**src/rtl/adder27_pkg.sv**
```systemverilog
// Shared definitions for the 3+3+cin adder slice.
//   OP_W      : operand width
//   SUM_W     : sum width (OP_W+1, carry-out included)
//   operands_t: packed operand bundle {a, b, cin}
//   sum_t     : sum type
//   ref_sum   : arithmetic reference for a + b + cin
package adder27_pkg;

    localparam int unsigned OP_W  = 3;
    localparam int unsigned SUM_W = OP_W + 1;

    typedef logic [SUM_W-1:0] sum_t;

    typedef struct packed {
        logic [OP_W-1:0] a;
        logic [OP_W-1:0] b;
        logic            cin;
    } operands_t;

    // Zero-extend every term to the sum width before adding.
    function automatic sum_t ref_sum(input logic [OP_W-1:0] a,
                                     input logic [OP_W-1:0] b,
                                     input logic            cin);
        return SUM_W'(a) + SUM_W'(b) + SUM_W'(cin);
    endfunction

endpackage

```
**src/rtl/adder27_core.sv**
```systemverilog
// Purely combinational ripple-carry adder: sum = a + b + cin.
//   ops : operand bundle {a, b, cin}
//   sum : OP_W+1 bit result, MSB is the carry-out
module adder27_core
    import adder27_pkg::*;
(
    input  operands_t ops,
    output sum_t      sum
);

    logic [OP_W:0] carry;

    // One full adder per bit; final carry becomes the sum MSB.
    always_comb begin
        carry    = '0;
        sum      = '0;
        carry[0] = ops.cin;
        for (int unsigned i = 0; i < OP_W; i++) begin
            sum[i]       = ops.a[i] ^ ops.b[i] ^ carry[i];
            carry[i + 1] = (ops.a[i] & ops.b[i]) | (carry[i] & (ops.a[i] ^ ops.b[i]));
        end
        sum[OP_W] = carry[OP_W];
    end

endmodule

```
**src/rtl/adder27_slice.sv**
```systemverilog
// Registered 3-bit + 3-bit + carry-in adder slice, one cycle latency.
//   clk, rst_n       : clock, asynchronous active-low reset
//   in_valid         : qualifies pi6..pi0 this cycle
//   pi6..pi4         : operand A (pi6 = MSB)
//   pi3..pi1         : operand B (pi3 = MSB)
//   pi0              : carry-in
//   po3..po0         : registered sum (po3 = carry-out)
//   out_valid        : po3..po0 hold a result from a valid input
module adder27_slice
    import adder27_pkg::*;
(
    input  logic clk,
    input  logic rst_n,
    input  logic in_valid,
    input  logic pi6,
    input  logic pi5,
    input  logic pi4,
    input  logic pi3,
    input  logic pi2,
    input  logic pi1,
    input  logic pi0,
    output logic po3,
    output logic po2,
    output logic po1,
    output logic po0,
    output logic out_valid
);

    operands_t ops_c;
    sum_t      sum_c;
    sum_t      sum_q;
    logic      valid_q;

    // Pin-to-operand mapping: {a[2:0], b[2:0], cin}.
    assign ops_c = {pi6, pi5, pi4, pi3, pi2, pi1, pi0};

    adder27_core u_core (
        .ops (ops_c),
        .sum (sum_c)
    );

    // Sum only loads on valid input, so invalid (possibly X) pins never reach the outputs.
    always_ff @(posedge clk or negedge rst_n) begin
        if (!rst_n) begin
            sum_q   <= '0;
            valid_q <= 1'b0;
        end else begin
            valid_q <= in_valid;
            if (in_valid) begin
                sum_q <= sum_c;
            end
        end
    end

    assign po3       = sum_q[3];
    assign po2       = sum_q[2];
    assign po1       = sum_q[1];
    assign po0       = sum_q[0];
    assign out_valid = valid_q;

endmodule

```
**config.mk**
```make
export PLATFORM = sky130hd
export DESIGN_NAME = adder27_slice
export DESIGN_NICKNAME = d
export VERILOG_FILES = /design/src/rtl/adder27_pkg.sv /design/src/rtl/adder27_core.sv /design/src/rtl/adder27_slice.sv
export SDC_FILE = /design/constraint.sdc
export NUM_CORES = 1
export LEC_CHECK = 0
export CAP_MARGIN = 20
export CORE_AREA = 2 2 39 41
export CTS_CLUSTER_SIZE = 28
export DETAILED_ROUTE_END_ITERATION = 7
export DIE_AREA = 0 0 41 43
export GPL_TIMING_DRIVEN = 0
export SYNTH_ARGS = -nofsm -noshare
export SYNTH_HDL_FRONTEND = slang
export SYNTH_SLANG_ARGS = --single-unit
```
**constraint.sdc**
```tcl
create_clock -name clk -period 2.1 [get_ports clk]
set_clock_uncertainty 0.15 [all_clocks]
set_input_delay 0.42 -clock clk [delete_from_list [all_inputs] [get_ports clk]]
set_output_delay 0.42 -clock clk [all_outputs]
set_load 0.05 [all_outputs]
```
==> results.json <==
{
  "cp.buffers_inverters": 1,
  "synth_most_common_cell": "inv_1",
  "dieArea_um2": 1763,
  "detail_route.vias_per_cell": 3.482,
  "antenna_found_initial": 0,
  "netlist_top_cells_area": "dfrtp_1 (47%), fa_1 (22%), inv_1 (14%)",
  "cts_inserted_buffers": 3,
  "rows": 14,
  "io_buffers": 14,
  "grt_max_degree": 6,
  "wl_per_cell_um": 7.982,
  "initialDrtViolationCount": 0,
  "synth_fp_nets": 35,
  "clk_pin_slew_ns": 0.04,
  "synth-async-reset-ratio_pct": 100.0,
  "timing.slew.headroom_pct": 66.93,
  "synth_compound_area_share_pct": 0,
  "cts_sinks": 5,
  "n_antenna_cell": 0,
  "max_freq_ghz": 0.5084,
  "rsz0062_at_grt": "false",
  "drive_above_1_share_pct": 22.50,
  "final_nets": 54,
  "area_delta_synth_final_pct": 70.09,
  "critPathTopFamily": "buffers and inverters",
  "cts_root_buffer": "clkbuf_4",
  "syn_inst": 22,
  "syn-cell-area_um2": 267.8,
  "r2r_cells": 1,
  "gp_congestion": 0.6150,
  "max_cap_violations": 0,
  "drt-pass1-iter-count": 1,
  "syn_area_per_cell_um2": 12.17,
  "muxShareOfSynthArea_pct": 16.82,
  "htreeDepth": 1,
  "regToRegStartpoint": "sum_q[1]",
  "synth-xor-area-share_pct": 0,
  "worstPathRequired_ns": 1.53,
  "drc": 0,
  "critPathSlowestCell": "clkdlybuf4s50_1",
  "cp_cell_sequence": "clkdlybuf4s50_1",
  "drtAntennaViolNets": 0,
  "synth_top_family_by_area": "adder cells",
  "reg2reg_slack_ns": 1.19,
  "slowest_delay_ns": 0.80,
  "cts_buffer_depth": 2,
  "synth_top_area_share_pct": 46.73,
  "synth-seq-cells": 5,
  "hold_violations": 0,
  "yosysTopAreaCell": "dfrtp_1",
  "rr_endpoint": "sum_q[1]",
  "path_class": "reg -> out",
  "start_kind": "register",
  "insertion_delay_ns": 0.24,
  "yosys_most_used_dff": "dfrtp_1",
  "first_global_vias": 210,
  "dieWidth_um": 41,
  "worst_pin_slew_ns": 0.4945,
  "status": "finished clean",
  "grt-ovfl-total": 0,
  "ys_types": 5,
  "synth_top_cells_by_count": "inv_1 (10), dfrtp_1 (5), fa_1 (3), mux2i_1 (3), mux2_4 (1)",
  "grt_pass1_wl_um": 876,
  "power.static_leakage_uw": 0.0002284,
  "initial_core_util_pct": 19.35,
  "yosys.area_share.adder_pct": 22.43,
  "post_cts_buffers": 0,
  "ys_seq_area_share_pct": 46.73,
  "irDropWorstVdd_uv": 219.2,
  "io_pins": 15,
  "numPlacedInstances": 52,
  "synth_edf_count": 0,
  "holdCritPathClass": "in -> async",
  "cp.arrival_ns": 1.40,
  "power_density_nw_per_um2": 832.1,
  "chipHeight_um": 43,
  "setup_viol": 0,
  "crit_fanout": 2,
  "cts_tree": "built",
  "fillCellCount": 150,
  "drv_slew": 0,
  "core_area_um2": 1384,
  "dpl.hpwl_um": 364.9,
  "yosys.area_share.simple_pct": 0,
  "holdBufCountCts": 0,
  "total_power_uw": 379.0,
  "grt.total_usage_pct": 8.325,
  "layout.cells.non_filler": 56,
  "yosys_warnings": 0,
  "end_kind": "output pin",
  "min_period_over_period_pct": 93.67,
  "num_vias": 195,
  "layout_min_cycle_time_ns": 1.967,
  "cts-resized-gates": 8,
  "drt_wl_total_um": 447
}
-- layout make-up --
type	instances	area, µm²	area share, %
multi-input cells	7	110.1	24.18
repair buffers	14	136.4	29.95
inverters	10	37.54	8.242
clock buffers	4	26.28	5.769
well taps	16	20.02	4.396
flip-flops and latches	5	125.1	27.47
-- logic make-up after synthesis --
| group | count (synthesis) |
|---|---|
| fa+ha+maj | 3 |
| mux | 4 |
| buf+inv | 10 |
| flops | 5 |
-- through the flow --
step / util (%) / area (µm²) / hold slack, ns / worst slack [ns] / setup TNS (ns)
after global placement: 30.92 / 427.9 / 0.3581 / -0.3381 / -0.8050
after global routing: 32.91 / 455.4 / 0.2552 / 0.07786 / 0
after CTS: 32.91 / 455.4 / 0.2514 / 0.1166 / 0
final: 32.91 / 455.4 / 0.2526 / 0.1329 / 0
after floorplan: - / 267.8 / -0.02559 / 0.1979 / 0
after detailed placement: 30.92 / 427.9 / 0.3650 / -0.3603 / -0.8604
-- layout by cell type, fill, tap and decap left out --
cell type,n
clkdlybuf4s50_1,11
inv_1,7
dfrtp_1,5
inv_2,3
mux2i_1,3
clkbuf_4,3
dlygate4sd2_1,3
fa_2,2
mux2_4,1
fa_1,1
clkbuf_1,1
-- flip-flops by register name, summed over array words and instances, names as in the netlist --
name and flops:
out_valid 1, sum_q 4
-- metal layers --
metal  share of wire, %  up-vias  GRT usage (%)  routed length (µm)
li1                   -       95              -                   -
met1                 41       90          9.667                 185
met2                 45       10          9.063                 202
met3                 13        0          6.283                  59
met4                  0        0          8.000                   0
met5                  0        -              0                   0
-- report_power, final --
part | internal, µW | leakage (µW) | switching, µW
Sequential | 113 | 0.0000582 | 8.90
Combinational | 59.4 | 0.000155 | 87.1
Clock | 71.8 | 0.0000150 | 38.4
-- worst max path at each step --
stage,from,to,slack (ns),depth (start not counted)
3_3_place_gp,pi4,sum_q[2],-0.34,8
6_report,sum_q[1],po1,0.13,1
3_5_place_dp,pi4,sum_q[2],-0.36,8
2_1_floorplan,pi4,sum_q[2],0.20,7
5_1_grt,sum_q[3],po3,0.08,1
4_1_cts,sum_q[3],po3,0.12,1
Power figures use the tool's default switching activity.
